--- src/rtl/vga_timing_ctrl.sv ---
// ---------------------------------------------------------------------------
// vga_timing_ctrl
//   VGA raster timing generator and output stage for the RGB565 VGA path.
//   Two free-running counters (cnt_h per clock, cnt_v per line) set the raster
//   position. hsync, vsync and the active-area window are decoded from the
//   counters. Pixel coordinates are requested one clock before a pixel is
//   displayed, because the picture stage registers pix_data. This makes
//   pixel (x,y) arrive on the same clock that rgb_valid is high for column x.
//
// Ports
//   vga_clk      in   1   pixel clock
//   sys_rst_n    in   1   asynchronous, active-low reset
//   pix_data     in   16  RGB565 pixel from the picture stage (1-cycle latency)
//   pix_x        out  10  requested column, 10'h3FF when no request
//   pix_y        out  10  requested row,    10'h3FF when no request
//   hsync        out  1   horizontal sync, SYNC_POL during the sync segment
//   vsync        out  1   vertical sync,   SYNC_POL during the sync segment
//   rgb_valid    out  1   rgb carries an active-area pixel
//   rgb          out  16  RGB565 to the DAC, zero when rgb_valid is low
//   frame_start  out  1   one-clock pulse while the raster sits at (0,0)
//
// Handshake: there is no backpressure. pix_x/pix_y form a request that is
// implicitly accepted every clock, and pix_data must be valid exactly one
// clock after the request.
// ---------------------------------------------------------------------------
module vga_timing_ctrl #(
    parameter logic [9:0] H_SYNC   = 10'd96,
    parameter logic [9:0] H_BACK   = 10'd48,
    parameter logic [9:0] H_VALID  = 10'd640,
    parameter logic [9:0] H_FRONT  = 10'd16,
    parameter logic [9:0] V_SYNC   = 10'd2,
    parameter logic [9:0] V_BACK   = 10'd33,
    parameter logic [9:0] V_VALID  = 10'd480,
    parameter logic [9:0] V_FRONT  = 10'd10,
    parameter logic       SYNC_POL = 1'b0
) (
    input  logic        vga_clk,
    input  logic        sys_rst_n,
    input  logic [15:0] pix_data,
    output logic [9:0]  pix_x,
    output logic [9:0]  pix_y,
    output logic        hsync,
    output logic        vsync,
    output logic        rgb_valid,
    output logic [15:0] rgb,
    output logic        frame_start
);

    localparam logic [9:0] H_TOTAL = H_SYNC + H_BACK + H_VALID + H_FRONT;
    localparam logic [9:0] V_TOTAL = V_SYNC + V_BACK + V_VALID + V_FRONT;
    localparam logic [9:0] H_START = H_SYNC + H_BACK;
    localparam logic [9:0] V_START = V_SYNC + V_BACK;
    localparam logic [9:0] H_LAST  = H_START + H_VALID - 10'd1;
    localparam logic [9:0] V_LAST  = V_START + V_VALID - 10'd1;
    // Request window is the display window moved one clock earlier.
    localparam logic [9:0] H_REQ_FIRST = H_START - 10'd1;
    localparam logic [9:0] H_REQ_LAST  = H_START + H_VALID - 10'd2;

    logic [9:0] cnt_h;
    logic [9:0] cnt_v;
    logic       h_wrap;
    logic       v_wrap;
    logic       v_active;
    logic       pix_req;

    assign h_wrap = (cnt_h == H_TOTAL - 10'd1);
    assign v_wrap = (cnt_v == V_TOTAL - 10'd1);

    always_ff @(posedge vga_clk or negedge sys_rst_n) begin
        if (!sys_rst_n) begin
            cnt_h       <= 10'd0;
            cnt_v       <= 10'd0;
            frame_start <= 1'b0;
        end else begin
            cnt_h <= h_wrap ? 10'd0 : cnt_h + 10'd1;
            if (h_wrap) begin
                cnt_v <= v_wrap ? 10'd0 : cnt_v + 10'd1;
            end
            // Raised on the wrap clock so it is high while the raster is at (0,0).
            frame_start <= h_wrap && v_wrap;
        end
    end

    assign v_active  = (cnt_v >= V_START) && (cnt_v <= V_LAST);
    assign rgb_valid = (cnt_h >= H_START) && (cnt_h <= H_LAST) && v_active;
    assign pix_req   = (cnt_h >= H_REQ_FIRST) && (cnt_h <= H_REQ_LAST) && v_active;

    assign pix_x = pix_req ? (cnt_h - H_REQ_FIRST) : 10'h3FF;
    assign pix_y = pix_req ? (cnt_v - V_START)     : 10'h3FF;

    assign hsync = (cnt_h < H_SYNC) ? SYNC_POL : ~SYNC_POL;
    assign vsync = (cnt_v < V_SYNC) ? SYNC_POL : ~SYNC_POL;

    assign rgb = rgb_valid ? pix_data : 16'h0000;

endmodule

--- config.mk ---
export PLATFORM = sky130hd
export DESIGN_NAME = vga_timing_ctrl
export DESIGN_NICKNAME = d
export VERILOG_FILES = /design/src/rtl/vga_timing_ctrl.sv
export SDC_FILE = /design/constraint.sdc
export NUM_CORES = 1
export LEC_CHECK = 0
export ABC_CLOCK_PERIOD_IN_PS = 5900
export CORE_MARGIN = 1.5
export CORE_UTILIZATION = 50
export CTS_BUF_LIST = sky130_fd_sc_hd__clkbuf_16
export CTS_CLUSTER_DIAMETER = 60
export DETAILED_ROUTE_END_ITERATION = 10
export HOLD_SLACK_MARGIN = 0.03
export MAX_ROUTING_LAYER = met4
export PLACE_DENSITY = 0.87
export SLEW_MARGIN = 0
export SYNTH_ARGS = -nofsm -noshare
export SYNTH_HDL_FRONTEND = slang
export SYNTH_SLANG_ARGS = --single-unit
--- constraint.sdc ---
create_clock -name vga_clk -period 5.9 [get_ports vga_clk]
set_input_delay 1.475 -clock vga_clk [delete_from_list [all_inputs] [get_ports vga_clk]]
set_output_delay 1.475 -clock vga_clk [all_outputs]
set_load 0.005 [all_outputs]
### Word level (Yosys, flattened, before mapping)

Cells that the tools add are included.

* input port bits: 18
* output and inout bits: 40
* logic and storage cells: 30
* register bits: 21

* mux-type cells: 7
* add/subtract/negate cells: 4
* equal/unequal tests: 2
* reduce and logical (&&, ||, !) cells: 6
* magnitude comparators: 8

Operator list (count)
* $mux 10: 4
* $le 10x10->1 const B: 3
* $add 10x1->10 const B: 2
* $eq 10x10->1 const B: 2
* $ge 10x8->1 const B: 2
* $mux 16: 1
* $ge 10x6->1 const B: 1
* $lt 10x2->1 const B: 1
* $lt 10x7->1 const B: 1
* $sub 10x6->10 const B: 1
* $sub 10x8->10 const B: 1
* $logic_and 1x1->1: 6
* $mux 1: 2

### Depth between registers and ports, before layout

Gate-level depths: netlist of run 1.

* depth after elaboration: 4
* mapped depth: 7
* depth with buffers taken out: 6

### Worst setup path before layout of run 1

Ideal clock, no wire load.

* kind: register to output
* start point: reg cnt_v[1]
* end point: out rgb[10]
* arrival time: 1.714 ns
* stages on the path, launching flop included: 8
* required time: 4.425 ns
* slack: 2.711 ns
* cell sequence: dfrtp_1 > ha_1 > buf_2 > or4_4 > nand3_2 > a311oi_4 > buf_6 > and2_1

* cells in the longest elaborated chain, start to end: 4
* elaborated cells between the ends (all ways): 5

Ends and longest elaborated chain
* start: declaration: RTL line 60 `logic [9:0] cnt_v;`
* start signal: assignment: RTL line 77 `cnt_v <= v_wrap ? 10'd0 : cnt_v + 10'd1;`
* $ge 10x6->1 / $le 10x10->1 (equally long branches): RTL line 84 `assign v_active = (cnt_v >= V_START) && (cnt_v <= V_LAST);`
* $logic_and 1x1->1 *: RTL line 84
* $logic_and 1x1->1 *: RTL line 85 `assign rgb_valid = (cnt_h >= H_START) && (cnt_h <= H_LAST) && v_active;`
* named net rgb_valid: RTL line 44 `output logic rgb_valid,`
* $mux 16 *: RTL line 94 `assign rgb = rgb_valid ? pix_data : 16'h0000;`
* end: declaration: RTL line 45 `output logic [15:0] rgb,`

The timed path passes the listed nets; every way through them passes the cells marked *.

### Worst setup path after layout of run 1

* start point: reg cnt_v[1]
* end point: out pix_x[3]

* cells in the longest elaborated chain, start to end: 4
* elaborated cells between the ends (all ways): 5

Ends and longest elaborated chain
* $ge 10x6->1 / $le 10x10->1 (equally long branches): RTL line 84
* $logic_and 1x1->1 *: RTL line 84
* $logic_and 1x1->1 *: RTL line 86 `assign pix_req = (cnt_h >= H_REQ_FIRST) && (cnt_h <= H_REQ_LAST) && v_active;`
* $mux 10 *: RTL line 88 `assign pix_x = pix_req ? (cnt_h - H_REQ_FIRST) : 10'h3FF;`
* end: declaration: RTL line 40 `output logic [9:0] pix_x,`

Every way passes the cells marked *; elsewhere a longest branch is shown, timed or not.

==> results of run 1 <==
[cells in the mapped netlist, drive strengths merged, types with 3 or more instances]
cell	n	area share, %
nand3	28	8.4
dfrtp	21	30
and2	18	6.5
xnor2	17	8.6
buf	15	5.3
nor2	11	2.4
o21ai	9	2.6
inv	8	1.7
nand4	6	2.2
ha	5	3.6
nand2	4	0.87
nor3	4	1.8
nor4	4	2.7
xor2	4	2.0
a21oi	3	0.87
and3	3	1.1
o31ai	3	1.3
[stage by stage]
stage	cell area (um^2)	cells	utilization (%)	setup slack [ns]	power (uW)
after global routing	2350	287	70.9	1.23	313
final	2350	287	70.9	1.47	302
after floorplan	1720	195	-	2.71	147
after CTS	2350	287	70.9	1.47	304
after global placement	2270	283	68.5	1.79	160
after detailed placement	2270	283	68.5	1.77	160
[path summary, 6_finish.rpt]
kind	start	end	slack, ns	cells past startpoint
max in group asynchronous	sys_rst_n	cnt_v[7]	3.58	1
max reg2reg	cnt_h[0]	cnt_v[4]	3.37	5
min	cnt_h[0]	cnt_h[0]	0.56	1
min in group asynchronous	sys_rst_n	cnt_v[5]	1.75	1
min reg2reg	cnt_h[0]	cnt_h[0]	0.56	1
max	cnt_v[1]	pix_x[3]	1.47	7
[routing by layer]
layer  vias to the layer above  track usage, %  wire length [um]
met1                       740            30.5              1730
met4                         0            10.3                70
met5                         -               -                 0
met2                        80            38.3              1950
met3                         7            4.76               391
li1                        794               -                 -
[flip-flops by register name, summed over array words and instances, names as in the netlist]
| name | cells |
|---|---|
| cnt_h | 10 |
| cnt_v | 10 |
| frame_start | 1 |
[cell families after synthesis]
family,count (synthesis),share of synthesized area [%]
adders and majority gates,5,3.63
xor gates and xnor gates,21,10.7
AOI/OAI and AO/OA,31,14.6
buffers and inverters,25,7.47
DFF,21,30.5
muxes,1,0.653
and+or+nand+nor,91,32.5
[report_power, final]
part / switching [uW] / total (uW) / internal [uW]
logic: 3.71 / 13.4 / 9.68
clock network: 54.5 / 145 / 90.5
registers: 0 / 144 / 144
[cells in the final DEF, fill, tap and decap left out, types with 2 or more instances in the layout]
cell,n
a2111o_1,2
a21oi_1,3
a31oi_1,2
and2_1,17
and3_1,3
buf_4,2
clkbuf_16,3
clkdlybuf4s50_1,57
dfrtp_1,21
ha_1,5
inv_1,9
nand2_1,4
nand3_1,27
nand3b_1,2
nand4_1,6
nor2_1,11
nor3_1,3
nor4_1,2
o21ai_0,7
o21ai_1,2
o31ai_1,3
or2_4,2
or4_4,2
xnor2_1,17
xor2_1,4
[area by class of cell]
class	instances	area share, %
Clock buffer	3	3.20
Clock inverter	1	0.160
Inverter	8	1.28
Multi-Input combinational cell	149	45.6
Sequential cell	21	22.4
Tap cell	46	2.45
Timing Repair Buffer	59	24.9
==> results.cfg, run 1 <==
[global_routing]
globalRouteOverflowTotal = 0
grt_pass1_vias = 1430
antenna_found_initial = 0
grt_pass1_wl_mm = 6.55
grt_use_total_pct = 24.3
grt_start_max_net_pins = 22

[critical_path]
cp_top_family = buffers and inverters
path_cells = ha_1 > or4_4 > nand3_2 > a31oi_1 > buf_4 > nand3_1 > clkdlybuf4s50_1
end_kind = output port
cp_data_arrival_time_ns = 2.95
cp_slowest_stage_delay_ns = 0.70
path_buf_inv = 2
crit_type = reg2out
cp_max_fo = 11
crit_required_ns = 4.43
critPathSlowestCell = a31oi_1
startpoint_type = flip-flop

[floorplanning]
die_y_um = 61.7
initial_core_util_pct = 52.1
core.rowCount = 21
core_um2 = 3310
die-area_um2 = 3810
ios = 58
die_w_um = 61.7

[place]
gp_congestion = 0.919
port-buffer-count = 57
dp_hpwl_mm = 3.15

[route]
drc_errors = 0
drt_wl_total_mm = 4.15
ant_nets = 0
vias = 1621
drt-pass1-iter-count = 4
viasPerCell = 5.65
wl_per_cell_um = 14.4
drtIter0Drc = 57

[cts]
cts_hold_buf = 0
ctsHtreeMaxLevel = 1
clk_latency_ns = 0.26
numCtsBuffers = 3
clkSlewWorstSetupHoldPaths_ns = 0.06
cts_tree = yes
postCtsResizedCells = 0
clock_path_buffers = 2
cts_sinks = 21
cts-root-buf = clkbuf_16
post_cts.repair.setup_buffers = 0

[sta]
finalCriticalPeriod_ns = 4.43
tightest_slew_ns = 1.14
fin_crit_sh_pct = 75.1
hold_violations = 0
drv_slew = 0
fin_skew_ns = 0.00417
rsz0062_at_grt = no
final.setup.tns_ns = 0
max_freq_mhz = 226
setup_viol = 0
whs_ns = 0.557
slew-limit-headroom_pct = 23.5

[run_status]
status = finished, final reports clean

[layout]
drive_gt1_share_pct = 7.47
nNetsFinal = 265
fill_cells = 286
area_growth_pct = 36.1
multiInputGateArea_um2 = 1070
seq_area_um2 = 526
diodes = 0

[synth]
yosys_most_used_dff = dfrtp_1
synth.distinct_cells = 52
synth_edf_count = 0
synth_area_um2 = 1720
async_flop_share_pct = 100
syn-num-nets = 218
ys_seq_elements = 21
avgSynthCellArea_um2 = 8.84
ys_seq_area_share_pct = 30.5
synth-warning-count = 0
synthCells = 195

[power]
vdd_ir_drop_max_v = 0.000128
p_leak_uw = 0.000956
p_per_area_nw_per_um2 = 129

[min_path]
hp-class = reg2reg

[flow_run]
drv_cap = 0
(Power assumes the default switching activity.)
==> run 2, diff against run 1 <==
- ABC_CLOCK_PERIOD_IN_PS: 5900 -> 4600
- CORE_UTILIZATION: 50 -> 46
- PLACE_DENSITY: 0.87 -> 0.81
- clock period: 5.9 -> 4.6 ns (I/O delays scaled with it)
==> results.cfg, run 2 (synthesized netlist as in run 1, its figures left out) <==
[run_status]
status = finished, final reports clean

[sta]
max_freq_mhz = 254
slew-limit-headroom_pct = 17.4
rsz0062_at_grt = no
hold_violations = 0
setup_viol = 0
finalCriticalPeriod_ns = 3.94
fin_crit_sh_pct = 85.6
postLayoutSetupSlackWorst_ns = 0.662
drv_slew = 0
tightest_slew_ns = 1.23
final.setup.tns_ns = 0
fin_skew_ns = 0.00194

[layout]
stdcell_area_um2 = 2360
fill_cells = 320
nNetsFinal = 266
diodes = 0
layout_common_cells = clkdlybuf4s50_1 (57), nand3_1 (27), dfrtp_1 (21)
area_growth_pct = 36.7
reg.largest.list = cnt_h: 10 flops, cnt_v: 10 flops, frame_start: 1 flops
layout_commonest_cell = clkdlybuf4s50_1
drive_gt1_share_pct = 7.85
stdcell_count = 290

[critical_path]
cp_data_arrival_time_ns = 2.79
crit_type = reg2out
crit_required_ns = 3.45
startpoint_type = flip-flop
ff2ff_setup_slack_ns = 1.99
cp_max_fo = 14
end_kind = output port

[route]
drc_errors = 0
drt_wl_total_mm = 4.17
ant_nets = 0
drt-pass1-iter-count = 4
wl_per_cell_um = 14.4
drtIter0Drc = 53
viasPerCell = 5.62
vias = 1630

[cts]
clkSlewWorstSetupHoldPaths_ns = 0.05
clk_latency_ns = 0.25
cts-root-buf = clkbuf_16
postCtsResizedCells = 0
clock_path_buffers = 2
cts_tree = yes
cts_sinks = 21
ctsHtreeMaxLevel = 1
cts_hold_buf = 0
post_cts.repair.setup_buffers = 0
numCtsBuffers = 3

[place]
dp_hpwl_mm = 3.08
port-buffer-count = 57
gp_congestion = 0.873
placed_cells = 286
dp_slack_ns = 0.957
placed_area_um2 = 2280

[floorplanning]
ios = 58
die-area_um2 = 4120
core.rowCount = 22
initial_core_util_pct = 47.5
die_w_um = 64.2
die_y_um = 64.2
core_um2 = 3630

[flow_run]
drv_cap = 0

[min_path]
hp-class = reg2reg

[power]
p_per_area_nw_per_um2 = 162
p_leak_uw = 0.000962
vdd_ir_drop_max_v = 0.000116

[global_routing]
grt_start_max_net_pins = 22
grt_pass1_wl_mm = 7.11
antenna_found_initial = 0
grt_pass1_vias = 1457
grt_use_total_pct = 22.4
globalRouteOverflowTotal = 0
==> run 2: final timing paths <==
| kind | startpoint | end | depth (start not counted) |
|---|---|---|---|
| setup reg to reg | cnt_h[0] | cnt_v[4] | 5 |
| hold / removal | cnt_h[0] | cnt_h[0] | 1 |
| max in group asynchronous | sys_rst_n | cnt_v[7] | 1 |
| hold reg to reg | cnt_h[0] | cnt_h[0] | 1 |
| setup / recovery | cnt_v[1] | pix_x[6] | 7 |
| min in group asynchronous | sys_rst_n | cnt_h[6] | 1 |
==> run 2: power by group <==
part	switching (uW)	internal [uW]	leakage [uW]	total, uW
logic	4.91	12.5	0.000640	17.4
registers	0	185	0.000279	185
clock network	64.4	116	0.0000423	180
total	69.3	313	0.000962	382
==> run 2: layout make-up <==
type,instances,area (um^2),area share [%]
clock buffers,3,75.1,3.18
clock inverters,1,3.75,0.159
inverters,8,30.0,1.27
multi-input cells,149,1070,45.4
flip-flops and latches,21,526,22.3
well taps,48,60.1,2.55
repair buffers,60,593,25.2
==> run 2: per-layer routing <==
layer	part of all wire, %	vias up	global-route usage (%)
li1	-	790	-
met1	45	751	30.7
met2	43	84	32.9
met3	10	5	4.58
met4	1.6	0	7.98
met5	0	-	-
==> run 2: critical path: stages (launching register included) <==
cell             delay (ns)
dfrtp_1                0.43
ha_1                   0.37
or4_4                  0.22
nand3_2                0.11
a31oi_1                0.53
buf_4                  0.30
o2111ai_1              0.12
clkdlybuf4s50_1        0.46
==> run 2: stage by stage <==
step | utilization, % | power [uW] | hold WS, ns
after floorplan | - | 188 | 0.498
after global placement | 62.7 | 206 | 0.545
after detailed placement | 62.7 | 206 | 0.563
after CTS | 64.9 | 387 | 0.562
after global routing | 64.9 | 398 | 0.600
final | 64.9 | 382 | 0.558
==> run 3, diff against run 2 <==
==> constraint.sdc (replaced) <==
create_clock -name vga_clk -period 4.6 [get_ports vga_clk]
set_input_delay 0.69 -clock vga_clk [delete_from_list [all_inputs] [get_ports vga_clk]]
set_output_delay 0.69 -clock vga_clk [all_outputs]
set_load 0.005 [all_outputs]
==> results.cfg, run 3 (synthesized netlist as in run 1, its figures left out) <==
[run_status]
status = finished, final reports clean

[sta]
hold_violations = 0
drv_slew = 0
max_freq_mhz = 277
finalCriticalPeriod_ns = 3.61
final.setup.tns_ns = 0
rsz0062_at_grt = no
tightest_slew_ns = 1.21
fin_crit_sh_pct = 78.4
whs_ns = 0.575
slew-limit-headroom_pct = 18.6
fin_skew_ns = 0.00348
setup_viol = 0

[route]
vias = 1647
viasPerCell = 5.70
drt-pass1-iter-count = 4
drc_errors = 0
drtIter0Drc = 53
drt_wl_total_mm = 4.25
ant_nets = 0
wl_per_cell_um = 14.7

[cts]
clkSlewWorstSetupHoldPaths_ns = 0.06
clk_latency_ns = 0.25
post_cts.repair.setup_buffers = 0
cts_tree = yes
ctsHtreeMaxLevel = 1
cts_sinks = 21
postCtsResizedCells = 0
numCtsBuffers = 3
clock_path_buffers = 2
cts-root-buf = clkbuf_16
cts_hold_buf = 0

[global_routing]
grt_pass1_wl_mm = 7.00
antenna_found_initial = 0
grt_start_max_net_pins = 22
grt_pass1_vias = 1532
grt_use_total_pct = 21.9
globalRouteOverflowTotal = 0

[place]
gp_congestion = 0.921
dp_hpwl_mm = 3.15
port-buffer-count = 57

[floorplanning]
core.rowCount = 22
ios = 58
die_y_um = 64.2
initial_core_util_pct = 47.5
core_um2 = 3630
die_w_um = 64.2
die-area_um2 = 4120

[layout]
reg.largest.list = cnt_h: 10 flops, cnt_v: 10 flops, frame_start: 1 flops
layout_common_cells = clkdlybuf4s50_1 (57), nand3_1 (27), dfrtp_1 (21)
utilization_pct = 64.7
diodes = 0
drive_gt1_share_pct = 7.88
layout_commonest_cell = clkdlybuf4s50_1
area_growth_pct = 36.4
nNetsFinal = 265

[critical_path]
cp_data_arrival_time_ns = 2.92
path_cells = ha_1 > or4_4 > nand3_2 > a31oi_1 > buf_4 > o2111ai_1 > clkdlybuf4s50_1
startpoint_type = flip-flop
cp_slowest_stage_delay_ns = 0.60
crit_type = reg2out
cp_top_family = buffers and inverters
cp_max_fo = 14
path_buf_inv = 2
critPathSlowestCell = a31oi_1
crit_required_ns = 3.91
end_kind = output port

[min_path]
hp-class = reg2reg

[power]
p_per_area_nw_per_um2 = 164
p_leak_uw = 0.000955
vdd_ir_drop_max_v = 0.000145

[flow_run]
drv_cap = 0
-- run 3: layout make-up --
type                    instances  area, um^2
repair buffers                 59         586
fillers                       306        1280
clock inverters                 1        5.00
clock buffers                   3        75.1
well taps                      48        60.1
inverters                       8        30.0
multi-input cells             149        1070
flip-flops and latches         21         526
-- run 3: worst paths after layout --
kind | from | endpoint | slack, ns | cells past startpoint
min in group asynchronous | sys_rst_n | cnt_h[1] | 0.97 | 1
min | cnt_h[0] | cnt_h[0] | 0.57 | 1
max | cnt_v[1] | pix_x[6] | 0.99 | 7
max in group asynchronous | sys_rst_n | cnt_v[7] | 3.03 | 1
max reg2reg | cnt_h[0] | cnt_v[4] | 2.04 | 5
min reg2reg | cnt_h[0] | cnt_h[0] | 0.57 | 1
-- run 3: where the power goes --
| part | leakage [uW] | switching [uW] | internal [uW] | total (uW) |
|---|---|---|---|---|
| Clock | 0.0000409 | 67.3 | 117 | 184 |
| Sequential | 0.000279 | 0 | 185 | 185 |
| Combinational | 0.000635 | 5.10 | 12.5 | 17.6 |
| Total | 0.000955 | 72.4 | 314 | 386 |
-- run 3: per-layer routing --
metal,wire length [um],up-vias,GRT usage [%]
met3,448,4,3.87
met5,0,-,-
met1,1750,777,27.6
met2,2000,78,35.9
li1,-,788,-
met4,53,0,6.91
-- run 3: metrics by stage --
step	setup WS (ns)	area, um^2	power, uW	cells
global route	0.856	2350	403	289
floorplan	2.20	1720	188	195
finish	0.991	2350	386	289
CTS	1.03	2350	389	289
global placement	1.34	2270	206	285
detailed placement	1.30	2270	206	285
